===== src/rtl/pe_pkg.sv =====
// Shared types and width helpers for the systolic PE.
// Imported by pe_acc and pe_lane_mac.
package pe_pkg;

  typedef enum logic {
    OUT_EMPTY,
    OUT_FULL
  } out_st_t;

  function automatic int acc_w(int lw, int tw, int n);
    return lw + tw + ((n > 1) ? $clog2(n) : 1);
  endfunction

  function automatic int lane_lo(int lane, int w);
    return lane * w;
  endfunction

endpackage


===== src/rtl/pe_lane_mac.sv =====
// One lane: multiply shared left operand by lane top operand
// and accumulate; exposes the next sum for the output register.
module pe_lane_mac #(
  parameter int A_W    = 8,
  parameter int B_W    = 8,
  parameter int ACC_W  = 18,
  parameter int SIGNED = 1
) (
  input  logic             clk,
  input  logic             reset,
  input  logic [A_W-1:0]   a,
  input  logic [B_W-1:0]   b,
  input  logic             en,
  input  logic             start,
  input  logic             clr,
  output logic [ACC_W-1:0] acc_next
);

  localparam int P_W = A_W + B_W;
  localparam bit SGN = (SIGNED != 0);

  logic [P_W-1:0]   a_x;
  logic [P_W-1:0]   b_x;
  logic [P_W-1:0]   prod;
  logic [ACC_W-1:0] prod_ext;
  logic [ACC_W-1:0] acc;

  // Full-width extend first so the low P_W bits are exact either way.
  assign a_x = {{B_W{SGN & a[A_W-1]}}, a};
  assign b_x = {{A_W{SGN & b[B_W-1]}}, b};
  assign prod = a_x * b_x;
  assign prod_ext = {{(ACC_W-P_W){SGN & prod[P_W-1]}}, prod};

  assign acc_next = (start ? '0 : acc) + prod_ext;

  always_ff @(posedge clk or negedge reset) begin
    if (!reset) begin
      acc <= '0;
    end else if (clr) begin
      acc <= '0;
    end else if (en) begin
      acc <= acc_next;
    end
  end

endmodule


===== src/rtl/pe_acc.sv =====
// Systolic PE: forwards operands, accumulates LANES dot products
// of NUM terms and hands results out through a valid/ready register.
module pe_acc
  import pe_pkg::*;
#(
  parameter int NUM      = 3,
  parameter int INLEFT_W = 8,
  parameter int INTOP_W  = 8,
  parameter int LANES    = 1,
  parameter int SIGNED   = 1,
  localparam int ACC_W   = acc_w(INLEFT_W, INTOP_W, NUM)
) (
  input  logic                     clk,
  input  logic                     reset,
  input  logic [INLEFT_W-1:0]      in1,
  input  logic [LANES*INTOP_W-1:0] in2,
  input  logic                     in_valid,
  output logic                     in_ready,
  input  logic                     clear,
  output logic [INLEFT_W-1:0]      o_r,
  output logic [LANES*INTOP_W-1:0] o_b,
  output logic                     o_fwd_valid,
  output logic [LANES*ACC_W-1:0]   o,
  output logic                     o_valid,
  input  logic                     o_ready
);

  localparam int CNT_W = (NUM > 1) ? $clog2(NUM) : 1;
  localparam logic [CNT_W-1:0] LAST = CNT_W'(NUM - 1);

  logic [CNT_W-1:0]       cnt;
  logic                   last;
  logic                   accept;
  logic                   done;
  logic                   drain;
  logic [LANES*ACC_W-1:0] sum_next;
  out_st_t                state;

  assign last     = (cnt == LAST);
  assign o_valid  = (state == OUT_FULL);
  assign in_ready = !(last && o_valid && !o_ready);
  assign accept   = in_valid && in_ready && !clear;
  assign done     = accept && last;
  assign drain    = o_valid && o_ready;

  for (genvar l = 0; l < LANES; l++) begin : g_lane
    pe_lane_mac #(
      .A_W   (INLEFT_W),
      .B_W   (INTOP_W),
      .ACC_W (ACC_W),
      .SIGNED(SIGNED)
    ) u_mac (
      .clk     (clk),
      .reset   (reset),
      .a       (in1),
      .b       (in2[lane_lo(l, INTOP_W) +: INTOP_W]),
      .en      (accept),
      .start   (cnt == '0),
      .clr     (clear),
      .acc_next(sum_next[lane_lo(l, ACC_W) +: ACC_W])
    );
  end

  always_ff @(posedge clk or negedge reset) begin
    if (!reset) begin
      cnt <= '0;
    end else if (clear) begin
      cnt <= '0;
    end else if (accept) begin
      cnt <= last ? '0 : cnt + CNT_W'(1);
    end
  end

  always_ff @(posedge clk or negedge reset) begin
    if (!reset) begin
      o_r         <= '0;
      o_b         <= '0;
      o_fwd_valid <= 1'b0;
    end else begin
      o_fwd_valid <= accept;
      if (accept) begin
        o_r <= in1;
        o_b <= in2;
      end
    end
  end

  always_ff @(posedge clk or negedge reset) begin
    if (!reset) begin
      state <= OUT_EMPTY;
      o     <= '0;
    end else begin
      if (done) begin
        o <= sum_next;
      end
      unique case (state)
        OUT_EMPTY: if (done) state <= OUT_FULL;
        OUT_FULL:  if (drain && !done) state <= OUT_EMPTY;
        default:   state <= OUT_EMPTY;
      endcase
    end
  end

endmodule


===== config.mk =====
export PLATFORM = sky130hd
export DESIGN_NAME = pe_acc
export DESIGN_NICKNAME = d
export VERILOG_FILES = /design/src/rtl/pe_pkg.sv /design/src/rtl/pe_lane_mac.sv /design/src/rtl/pe_acc.sv
export SDC_FILE = /design/constraint.sdc
export NUM_CORES = 1
export LEC_CHECK = 0
export BUFFER_PORTS_ARGS = -buffer_cell sky130_fd_sc_hd__buf_4
export CAP_MARGIN = 30
export CORE_UTILIZATION = 61
export CTS_BUF_LIST = sky130_fd_sc_hd__clkbuf_4
export CTS_CLUSTER_SIZE = 20
export DETAILED_ROUTE_END_ITERATION = 7
export PLACE_DENSITY = 0.93
export REMOVE_ABC_BUFFERS = 1
export SETUP_SLACK_MARGIN = 0.2
export SLEW_MARGIN = 20
export SYNTH_ARGS = -nofsm -noshare
export SYNTH_HDL_FRONTEND = slang
export SYNTH_HIERARCHICAL = 1
export SYNTH_SLANG_ARGS = --single-unit

===== constraint.sdc =====
create_clock -name clk -period 9.26 [get_ports clk]
set_clock_uncertainty 0.1 [all_clocks]
set_input_delay 0.926 -clock clk [delete_from_list [all_inputs] [get_ports clk]]
set_output_delay 0.926 -clock clk [all_outputs]
set_load 0.02 [all_outputs]

==> results of run 1 <==
## through the flow
stage	hold slack, ps	area (µm²)	std cells	util
CTS	434	6540	781	0.701
finish	430	6540	781	0.701
detailed placement	396	6450	773	0.692
floorplan	378	5830	585	-
global placement	390	6430	772	0.689
global route	440	6540	781	0.701
## cells in the final DEF (no fill, tap or decap), drive strengths merged, types with 9 or more instances in the layout
cell type	Yosys	layout
dfrtp	56	56
o21ai	10	10
mux2i	17	17
buf	3	59
fa	56	56
mux2	36	36
and2	43	43
o21a	9	9
nand2	22	22
nor2b	20	20
nor2	39	39
a21oi	21	21
ha	45	45
xnor2	23	23
inv	103	104
## kinds of logic (layout without fill, tap and decap cells)
family / count (synthesis) / in the layout / share of synthesized area
and+or+nand+nor: 164 / 164 / 0.157
buffers and inverters: 115 / 170 / 0.0783
adders and majority gates: 101 / 101 / 0.285
AOI/OAI and AO/OA: 80 / 80 / 0.0976
DFF: 56 / 56 / 0.237
muxes: 53 / 53 / 0.103
xor gates and xnor gates: 28 / 28 / 0.0415
## power by group through the flow
stage	Combinational, W	Sequential, W	Clock (W)
floorplan	0.00123	0.000399	0
global placement	0.00157	0.000348	0
detailed placement	0.00165	0.000352	0
CTS	0.00167	0.000347	0.000151
global route	0.00185	0.000355	0.000158
finish	0.00168	0.000346	0.000144
## state kept, by name (all words and copies together), names as in the netlist
register	flops
cnt	2
o_r	8
g_lane.u_mac/acc	18
o_valid	1
o	18
o_b	8
o_fwd_valid	1
## worst min path at each step
stage,start,endpoint,depth (start not counted)
detailed placement,o[0],o[0],1
global placement,o[1],o[1],1
finish,o[0],o[0],1
global route,o_b[3],o_b[3],1
floorplan,g_lane[0].u_mac/acc[0],g_lane[0].u_mac/acc[0],2
CTS,o[0],o[0],1
## critical path, cell delays in order
cell	delay [ps]
sky130_fd_sc_hd__buf_4	140
sky130_fd_sc_hd__and2_1	180
sky130_fd_sc_hd__fa_1	540
sky130_fd_sc_hd__inv_1	50
sky130_fd_sc_hd__fa_1	490
sky130_fd_sc_hd__inv_1	60
sky130_fd_sc_hd__fa_1	540
sky130_fd_sc_hd__inv_1	60
sky130_fd_sc_hd__fa_1	530
sky130_fd_sc_hd__inv_1	40
sky130_fd_sc_hd__ha_1	330
sky130_fd_sc_hd__a21oi_1	250
sky130_fd_sc_hd__o21bai_1	100
sky130_fd_sc_hd__a21oi_1	230
sky130_fd_sc_hd__o21bai_1	120
sky130_fd_sc_hd__a21oi_1	230
sky130_fd_sc_hd__xnor2_1	100
sky130_fd_sc_hd__ha_1	260
sky130_fd_sc_hd__or3_1	390
sky130_fd_sc_hd__nor3_1	150
sky130_fd_sc_hd__a21oi_1	70
sky130_fd_sc_hd__o41a_1	150
sky130_fd_sc_hd__o41a_1	370
sky130_fd_sc_hd__mux2_2	300
sky130_fd_sc_hd__xnor2_1	130
sky130_fd_sc_hd__mux2_2	260
## layer usage
layer	routed length [µm]	track usage	share of wire
met1	4910	0.301	0.41
met2	6480	0.485	0.54
met3	474	0.0272	0.039
met4	150	0.0468	0.012
met5	0	0	0
## cell type report
| type | count | area (µm²) |
|---|---|---|
| multi-input combinational | 426 | 4050 |
| clock inverter | 2 | 38.8 |
| timing repair buffer | 59 | 455 |
| clock buffer | 6 | 45.0 |
| fill | 682 | 2790 |
| sequential | 56 | 1400 |
| tap | 129 | 161 |
| inverter | 103 | 387 |
==> summary.txt, run 1 <==
Cells taking the most area after synthesis -> sky130_fd_sc_hd__dfrtp_1 (24%), sky130_fd_sc_hd__fa_1 (19%), sky130_fd_sc_hd__ha_1 (9.5%)
Number of setup violations in the final report -> 0
Effective utilization at floorplan -> 0.634
Fmax -> 147 MHz
Largest area contributor in the synthesized netlist -> sky130_fd_sc_hd__dfrtp_1
H-tree levels -> 2
Most used standard cell by instance count after synthesis -> sky130_fd_sc_hd__inv_1
Transition time at the pin with the least slew margin -> 717 ps
Register-to-register path setup slack -> 5250 ps
Class of the worst hold path -> flip-flop to flip-flop
Number of cells traversed by the worst register-to-register path -> 13
Routed wire per std cell -> 15.4 µm
Placer Congestion -> 0.892
Synth top area share -> 0.237
Initial antenna violation count -> 0
Power, Total -> 0.00217 W
Buffers inserted by post-CTS timing repair -> 0
Clock transition at the registers of the reported paths -> 170 ps
Residual DRC count -> 0
Floorplan die height -> 100 µm
Root Driver -> sky130_fd_sc_hd__clkbuf_4
Fin Setup TNS -> 0 ps
Io pins -> 58
Share of layout cells above drive strength 1 -> 0.176
Max-cap check violation count -> 0
DRT Pass-1 Iters -> 4
Total standard cell area after synthesis -> 5910 µm²
Internal -> 0.00110 W
Placeable core region -> 9330 µm²
Areal power density over the cells -> 332 nW/µm²
Sequential Power Share -> 0.159
Final nets -> 773
Clock Sinks -> 56
Post-synth EDFFs -> 0
Floorplan row count -> 35
Unrepaired setup endpoints after global routing -> no
Worst Setup End Kind -> flip-flop
Routed Antenna Nets -> 0
TritonCTS buffer count -> 5
Data required time of the worst path -> 9450 ps
Shortest clock period the worst path allows after layout -> 6800 ps
Final Routed Wirelength -> 12000 µm
P_sw -> 0.00107 W
Maximum buffer depth of the clock tree -> 2
Area of the die -> 10100 µm²
Pre-CTS WS -> 2060 ps
Largest fanout on the critical path -> 9
Leakage -> 3.27 nW
Ys async rst share -> 1.00
Synthesized area per cell -> 9.90 µm²
Sort of element at the start of the critical path -> primary input
Overall fraction of global-route tracks in use -> 0.251
Synth-to-layout area growth -> 10.6%
Warnings from Yosys -> 6
Final worst slack -> 2460 ps
Die X -> 100 µm
Via count of the first global-routing pass -> 4486
PortBufs -> 57
Source of the critical timing path -> in1[3]
Number of gates resized after CTS -> 0
Slew Viols, Final -> 0
Detailed-route via count -> 4346
Global-route wire length before repair -> 20200 µm
Critical R2R Capture -> o[17]
Pin count of the biggest net entering global routing -> 57
Post-Synthesis Cells -> 597
HPWL reported at the end of detailed placement -> 9570 µm
Headroom to the max-slew limit -> 0.522
Final Hold Violating Endpoints -> 0
Clock tree from TritonCTS -> yes
Part of the cycle the worst path needs -> 0.735
Number of flip-flops and latches in the synthesized netlist -> 56
Post-DR vias/cell -> 5.56
DRC violation total after the first TritonRoute iteration -> 150
Reg-to-reg critical path startpoint -> cnt[1]
Sw Share -> 0.492
List of most frequent post-synthesis cells -> sky130_fd_sc_hd__inv_1 (103), sky130_fd_sc_hd__dfrtp_1 (56), sky130_fd_sc_hd__fa_1 (56), sky130_fd_sc_hd__ha_1 (45), sky130_fd_sc_hd__and2_1 (43)
Share of power burned in the clock network -> 0.066
Cts hold-fix bufs -> 0
Global-route congestion overflow total -> 0
Cell variety after synth -> 59
Data arrival at the endpoint of the critical path -> 6990 ps
Maximum vdd drop -> 265 µV
Crit path kind -> primary input to flip-flop
Clock latency on the worst-skew pair -> 380 ps
Status -> complete, no violations
Proportion of synthesized chip area in sequential cells -> 0.237
Worst setup path endpoint -> o[17]
Antenna diode instance count -> 0
Leading register cell type out of synthesis -> sky130_fd_sc_hd__dfrtp_1
Part of the power in combinational logic -> 0.774
Power figures use the tool's default switching activity.
==> run 2: changes to the inputs <==
==> constraint.sdc (replaced) <==
create_clock -name clk -period 6.4 [get_ports clk]
set_clock_uncertainty 0.1 [all_clocks]
set_input_delay 0.64 -clock clk [delete_from_list [all_inputs] [get_ports clk]]
set_output_delay 0.64 -clock clk [all_outputs]
set_load 0.02 [all_outputs]
==> run 2 against run 1 <==
Effect of this change:
- clock power up 47%
- sequential cell count unchanged
- critical endpoint unchanged
- largest cell class unchanged
- wire length up 30%
==> summary.txt, run 2 (synthesis gave the netlist of run 1 again) <==
Pin count of the biggest net entering global routing -> 57 (unchanged)
DRC violation total after the first TritonRoute iteration -> 342 (was 150)
Register-to-register path setup slack -> 2200 ps (was 5250 ps)
Placeable core region -> 9330 µm² (unchanged)
Share of layout cells above drive strength 1 -> 0.301 (was 0.176)
Status -> complete, no violations (unchanged)
Area of placed instances -> 6840 µm² (was 6450 µm²)
Sequential standard cell area -> 1400 µm² (unchanged)
Data required time of the worst path -> 6590 ps (was 9450 ps)
Cell type with the highest occurrence count on the critical path -> sky130_fd_sc_hd__inv_1
Number of standard cells in the layout, taps in and fillers out -> 843 (was 781)
Largest fanout on the critical path -> 3 (was 9)
Crit path largest cell delay -> 570 ps (was 540 ps)
Maximum vdd drop -> 516 µV (was 265 µV)
Crit-path leading delay family -> adder cells (unchanged)
Most frequent cells in the layout -> sky130_fd_sc_hd__buf_4 (111), sky130_fd_sc_hd__inv_1 (95), sky130_fd_sc_hd__dfrtp_1 (56), sky130_fd_sc_hd__fa_1 (55) (was sky130_fd_sc_hd__inv_1 (103), sky130_fd_sc_hd__buf_4 (58), sky130_fd_sc_hd__dfrtp_1 (56), sky130_fd_sc_hd__fa_1 (56), sky130_fd_sc_hd__ha_1 (45))
Part of the cycle the worst path needs -> 0.998
Clock latency on the worst-skew pair -> 390 ps (was 380 ps)
Routed wire per std cell -> 18.6 µm (was 15.4 µm)
Unrepaired setup endpoints after global routing -> yes (was no)
Floorplan die height -> 100 µm (unchanged)
Initial antenna violation count -> 0 (unchanged)
Post-DR vias/cell -> 5.90 (was 5.56)
Clock Sinks -> 56 (unchanged)
Post-Place Cells -> 826 (was 773)
Final Hold Violating Endpoints -> 0 (unchanged)
Non-Filler Cell Area, Final -> 7210 µm² (was 6540 µm²)
PortBufs -> 57 (unchanged)
Synth-to-layout area growth -> 21.9% (was 10.6%)
Number of setup violations in the final report -> 0 (unchanged)
Leakage -> 3.61 nW (was 3.27 nW)
Shortest clock period the worst path allows after layout -> 6390 ps
Area of the die -> 10100 µm² (unchanged)
DRT Pass-1 Iters -> 6 (was 4)
Headroom to the max-slew limit -> 0.460 (was 0.522)
Clock tree from TritonCTS -> yes (unchanged)
Critical path's slowest cell -> sky130_fd_sc_hd__fa_1 (unchanged)
Sort of element at the start of the critical path -> primary input (unchanged)
Number of cells traversed by the worst register-to-register path -> 12 (was 13)
Multi-input gate area -> 4210 µm² (was 4050 µm²)
Max-cap check violation count -> 0 (unchanged)
H-tree levels -> 2 (unchanged)
Via count of the first global-routing pass -> 5187 (was 4486)
Final Routed Wirelength -> 15600 µm (was 12000 µm)
Antenna diode instance count -> 0 (unchanged)
Global-route congestion overflow total -> 0 (unchanged)
Effective utilization at floorplan -> 0.634 (unchanged)
Areal power density over the cells -> 555 nW/µm² (was 332 nW/µm²)
Utilization of the core after routing -> 0.773 (was 0.701)
Residual DRC count -> 0 (unchanged)
Data arrival at the endpoint of the critical path -> 6580 ps (was 6990 ps)
Final worst slack -> 9.85 ps (was 2460 ps)
Slew Viols, Final -> 0 (unchanged)
Io pins -> 58 (unchanged)
Final nets -> 835 (was 773)
Global-route wire length before repair -> 23600 µm (was 20200 µm)
Crit path kind -> primary input to flip-flop (unchanged)
Pre-CTS WS -> -454 ps (was 2060 ps)
HPWL reported at the end of detailed placement -> 10700 µm (was 9570 µm)
Total of fill cells in the finished design -> 600 (was 682)
Root Driver -> sky130_fd_sc_hd__clkbuf_4 (unchanged)
Routed Antenna Nets -> 0 (unchanged)
Clock transition at the registers of the reported paths -> 180 ps (was 170 ps)
Overall fraction of global-route tracks in use -> 0.295 (was 0.251)
Fmax -> 156 MHz
Placer Congestion -> 0.879 (was 0.892)
Detailed-route via count -> 4972 (was 4346)
Worst Setup End Kind -> flip-flop (unchanged)
Crit path buffers/inverters -> 8 (was 5)
TritonCTS buffer count -> 5 (unchanged)
Critical R2R Capture -> o[17] (unchanged)
Transition time at the pin with the least slew margin -> 808 ps (was 717 ps)
Worst hold slack -> 171 ps (was 430 ps)
Leading cell type in the layout, fill and taps excluded -> sky130_fd_sc_hd__buf_4 (was sky130_fd_sc_hd__inv_1)
Reg-to-reg critical path startpoint -> cnt[1] (unchanged)
Floorplan row count -> 35 (unchanged)
Class of the worst hold path -> primary input to asynchronous set/reset pin (was flip-flop to flip-flop)
Die X -> 100 µm (unchanged)
Top flop regs -> g_lane.u_mac/acc: 18 flops, o: 18 flops (unchanged)
Maximum buffer depth of the clock tree -> 2 (unchanged)
run 2: cell types whose count changed in the layout (fill, tap and decap cells not counted), moves of 5 or more:
cell and change:
sky130_fd_sc_hd__buf_6 +9, sky130_fd_sc_hd__and2_4 +5, sky130_fd_sc_hd__inv_1 -8, sky130_fd_sc_hd__a21oi_1 -5, sky130_fd_sc_hd__ha_2 +6, sky130_fd_sc_hd__buf_4 +53
sky130_fd_sc_hd__and2_1 -5, sky130_fd_sc_hd__inv_2 +8, sky130_fd_sc_hd__ha_1 -8
run 2: worst max path at each step:
| stage | startpoint | endpoint | slack [ps] | cells past startpoint |
|---|---|---|---|---|
| floorplan | in1[3] | o[17] | -0.8 | 21 |
| global placement | in1[3] | o[17] | -240 | 22 |
| detailed placement | in1[0] | g_lane[0].u_mac/acc[17] | -450 | 21 |
| CTS | in1[3] | g_lane[0].u_mac/acc[17] | 200 | 26 |
| global route | in1[7] | g_lane[0].u_mac/acc[17] | -120 | 29 |
| finish | in1[7] | o[17] | 10 | 28 |
run 2: report_power, final:
| group | internal (W) | total, W | switching, W |
|---|---|---|---|
| clock | 0.0000885 | 0.000211 | 0.000123 |
| combinational | 0.00155 | 0.00328 | 0.00173 |
| sequential | 0.000449 | 0.000501 | 0.0000514 |
| total | 0.00209 | 0.00400 | 0.00190 |
run 2: routing by layer:
| metal | GRT usage | up-vias | part of all wire |
|---|---|---|---|
| met5 | 0 | - | 0 |
| met4 | 0.0881 | 0 | 0.044 |
| met3 | 0.0376 | 84 | 0.055 |
| met1 | 0.344 | 2483 | 0.37 |
| li1 | - | 2185 | - |
| met2 | 0.562 | 220 | 0.53 |
run 2: what timing repair did:
item / in CTS / in global routing
hold buffers: 0 / 0
buffers inserted: 4 / 4
endpoints found under the setup margin: 2 / 5
pin swaps: 21 / 32
gates resized for setup: 17 / 36
run 2: final cells by class:
class	count	area share
clock buffers	6	0.00625
inverters	103	0.0537
clock inverters	2	0.00538
flip-flops and latches	56	0.194
well taps	129	0.0224
repair buffers	121	0.134
multi-input cells	426	0.584
run 2: per-stage QoR:
stage	TNS, ps	total power [W]
after global routing	-241	0.00427
after CTS	0	0.00364
after detailed placement	-1330	0.00328
final	0	0.00400
after global placement	-470	0.00312
after floorplan	-0.775	0.00236
==> run 3: changes to the inputs <==
--- a/config.mk
+++ b/config.mk
@@ -12,7 +12,6 @@
 export CTS_CLUSTER_SIZE = 20
 export DETAILED_ROUTE_END_ITERATION = 7
 export PLACE_DENSITY = 0.93
-export REMOVE_ABC_BUFFERS = 1
 export SETUP_SLACK_MARGIN = 0.2
 export SLEW_MARGIN = 20
 export SYNTH_ARGS = -nofsm -noshare
==> run 3 against run 2 <==
Effect of this change:
- die area is the same
- register-to-register slack gained 160 ps
- sequential power is essentially flat
- first-iteration DRC count shrank 23%
- clock-buffer cell count shrank 1
- critical path type unchanged
- largest cell class unchanged
- largest power group unchanged
- highest routed layer unchanged
==> summary.txt, run 3 (synthesis gave the netlist of run 1 again) <==
Cts hold-fix bufs -> 0 (unchanged)
Share of layout cells above drive strength 1 -> 0.283 (was 0.301)
Headroom to the max-slew limit -> 0.431 (was 0.460)
DRT Pass-1 Iters -> 5 (was 6)
Top flop regs -> g_lane.u_mac/acc: 18 flops, o: 18 flops (unchanged)
Die X -> 100 µm (unchanged)
Detailed-route via count -> 4859 (was 4972)
Worst Setup End Kind -> flip-flop (unchanged)
Worst hold slack -> 149 ps (was 171 ps)
Final nets -> 825 (was 835)
Clock latency on the worst-skew pair -> 420 ps (was 390 ps)
HPWL reported at the end of detailed placement -> 10600 µm (was 10700 µm)
Class of the worst hold path -> primary input to asynchronous set/reset pin (unchanged)
DRC violation total after the first TritonRoute iteration -> 265 (was 342)
Non-Filler Cell Area, Final -> 7070 µm² (was 7210 µm²)
Post-Place Cells -> 817 (was 826)
Data arrival at the endpoint of the critical path -> 6560 ps (was 6580 ps)
Leading cell type in the layout, fill and taps excluded -> sky130_fd_sc_hd__buf_4 (unchanged)
Effective utilization at floorplan -> 0.634 (unchanged)
Pre-CTS WS -> -188 ps (was -454 ps)
Global-route wire length before repair -> 22800 µm (was 23600 µm)
Series of cell instances along the critical path -> buf_4, buf_4, and2_1, fa_1, inv_1, fa_1, inv_1, fa_1, inv_1, fa_1, inv_1, ha_2, nor2b_2, a41o_1, nor2_1, ha_2, or3_4, o41a_1, o41a_1, mux2_4, xnor2_2, mux2_4
Clock Sinks -> 56 (unchanged)
Io pins -> 58 (unchanged)
Antenna diode instance count -> 0 (unchanged)
Number of setup violations in the final report -> 0 (unchanged)
Slew Viols, Final -> 0 (unchanged)
Placer Congestion -> 0.915 (was 0.879)
Area of the die -> 10100 µm² (unchanged)
Floorplan die height -> 100 µm (unchanged)
Critical path's slowest cell -> sky130_fd_sc_hd__fa_1 (unchanged)
Leakage -> 3.54 nW (was 3.61 nW)
Part of the cycle the worst path needs -> 0.991 (was 0.998)
Crit-path leading delay family -> adder cells (unchanged)
Overall fraction of global-route tracks in use -> 0.286 (was 0.295)
PortBufs -> 57 (unchanged)
Data required time of the worst path -> 6610 ps (was 6590 ps)
Maximum vdd drop -> 459 µV (was 516 µV)
Crit path largest cell delay -> 590 ps (was 570 ps)
Initial antenna violation count -> 0 (unchanged)
Largest fanout on the critical path -> 6 (was 3)
Residual DRC count -> 0 (unchanged)
Floorplan row count -> 35 (unchanged)
Transition time at the pin with the least slew margin -> 852 ps (was 808 ps)
Routed wire per std cell -> 17.5 µm (was 18.6 µm)
Crit path buffers/inverters -> 6 (was 8)
Most frequent cells in the layout -> sky130_fd_sc_hd__buf_4 (106), sky130_fd_sc_hd__inv_1 (100), sky130_fd_sc_hd__dfrtp_1 (56), sky130_fd_sc_hd__fa_1 (55), sky130_fd_sc_hd__and2_1 (39) (was sky130_fd_sc_hd__buf_4 (111), sky130_fd_sc_hd__inv_1 (95), sky130_fd_sc_hd__dfrtp_1 (56), sky130_fd_sc_hd__fa_1 (55))
TritonCTS buffer count -> 5 (unchanged)
H-tree levels -> 2 (unchanged)
Areal power density over the cells -> 545 nW/µm² (was 555 nW/µm²)
Final worst slack -> 54.7 ps (was 9.85 ps)
Final Routed Wirelength -> 14500 µm (was 15600 µm)
Area of placed instances -> 6830 µm² (was 6840 µm²)
Clock tree from TritonCTS -> yes (unchanged)
Shortest clock period the worst path allows after layout -> 6350 ps (was 6390 ps)
Placeable core region -> 9330 µm² (unchanged)
Status -> complete, no violations (unchanged)
Global-route congestion overflow total -> 0 (unchanged)
Pin count of the biggest net entering global routing -> 57 (unchanged)
Crit path kind -> primary input to flip-flop (unchanged)
Root Driver -> sky130_fd_sc_hd__clkbuf_4 (unchanged)
Via count of the first global-routing pass -> 5060 (was 5187)
Routed Antenna Nets -> 0 (unchanged)
Synth-to-layout area growth -> 19.7% (was 21.9%)
Maximum buffer depth of the clock tree -> 2 (unchanged)
Max-cap check violation count -> 0 (unchanged)
Number of standard cells in the layout, taps in and fillers out -> 833 (was 843)
Final Hold Violating Endpoints -> 0 (unchanged)
Fmax -> 158 MHz (was 156 MHz)
Number of nets produced by synthesis -> 719
Clock transition at the registers of the reported paths -> 190 ps (was 180 ps)
Sort of element at the start of the critical path -> primary input (unchanged)
Unrepaired setup endpoints after global routing -> yes (unchanged)
Post-DR vias/cell -> 5.83 (was 5.90)
==> run 3: repair_timing <==
action / 4_1_cts / 5_1_grt
buffers inserted: 0 / 8
endpoints found under the hold margin: 0 / 0
endpoints found under the setup margin: 0 / 5
gates resized for setup: 0 / 31
==> run 3: path summary, 6_finish.rpt <==
kind | cells after the start | slack, ps | end | from
worst max-delay path | 22 | 50 | o[17] | in2[4]
worst min-delay path | 1 | 150 | g_lane[0].u_mac/acc[12] | reset
worst max register to register | 13 | 2360 | o[17] | cnt[1]
worst min register to register | 1 | 430 | o[2] | o[2]
max in group asynchronous | 1 | 5600 | o[7] | reset
min in group clk | 2 | 400 | o_b[0] | in2[0]
==> run 3: layer usage <==
| layer | part of all wire | up-vias | track usage |
|---|---|---|---|
| met2 | 0.51 | 195 | 0.517 |
| met3 | 0.049 | 71 | 0.0397 |
| met1 | 0.40 | 2422 | 0.351 |
| met4 | 0.042 | 0 | 0.0948 |
| met5 | 0 | - | 0 |
| li1 | - | 2171 | - |
==> run 3: worst register-to-register path, stage by stage, from the launching register on <==
cell and delay, ps:
sky130_fd_sc_hd__dfrtp_1 480, sky130_fd_sc_hd__nor2_1 140, sky130_fd_sc_hd__buf_4 280, sky130_fd_sc_hd__nand2b_1 220
sky130_fd_sc_hd__inv_1 60, sky130_fd_sc_hd__ha_1 310, sky130_fd_sc_hd__a211oi_1 310, sky130_fd_sc_hd__o21ai_0 270
sky130_fd_sc_hd__a31o_2 320, sky130_fd_sc_hd__o41a_1 330, sky130_fd_sc_hd__o41a_1 430, sky130_fd_sc_hd__mux2_4 300
sky130_fd_sc_hd__xnor2_2 150, sky130_fd_sc_hd__mux2_4 280
==> run 3: per-stage QoR <==
step | utilization | power, W | setup TNS, ps
finish | 0.758 | 0.00386 | 0
detailed placement | 0.732 | 0.00328 | -423
CTS | 0.739 | 0.00349 | 0
global placement | 0.729 | 0.00311 | -68.2
floorplan | - | 0.00242 | 0
global route | 0.758 | 0.00410 | -22.8
==> run 3: power breakdown <==
part / internal [W] / switching (W)
Sequential: 0.000449 / 0.0000537
Combinational: 0.00147 / 0.00170
Clock: 0.0000465 / 0.000136
Total: 0.00197 / 0.00189
==> run 3: final cells by class <==
cell class                 instances  area, µm²
clock buffer                       5       37.5
clock inverter                     3       27.5
fill                             547       2250
inverter                         103        387
multi-input combinational        426       4190
sequential                        56       1400
tap                              129        161
timing repair buffer             111        868
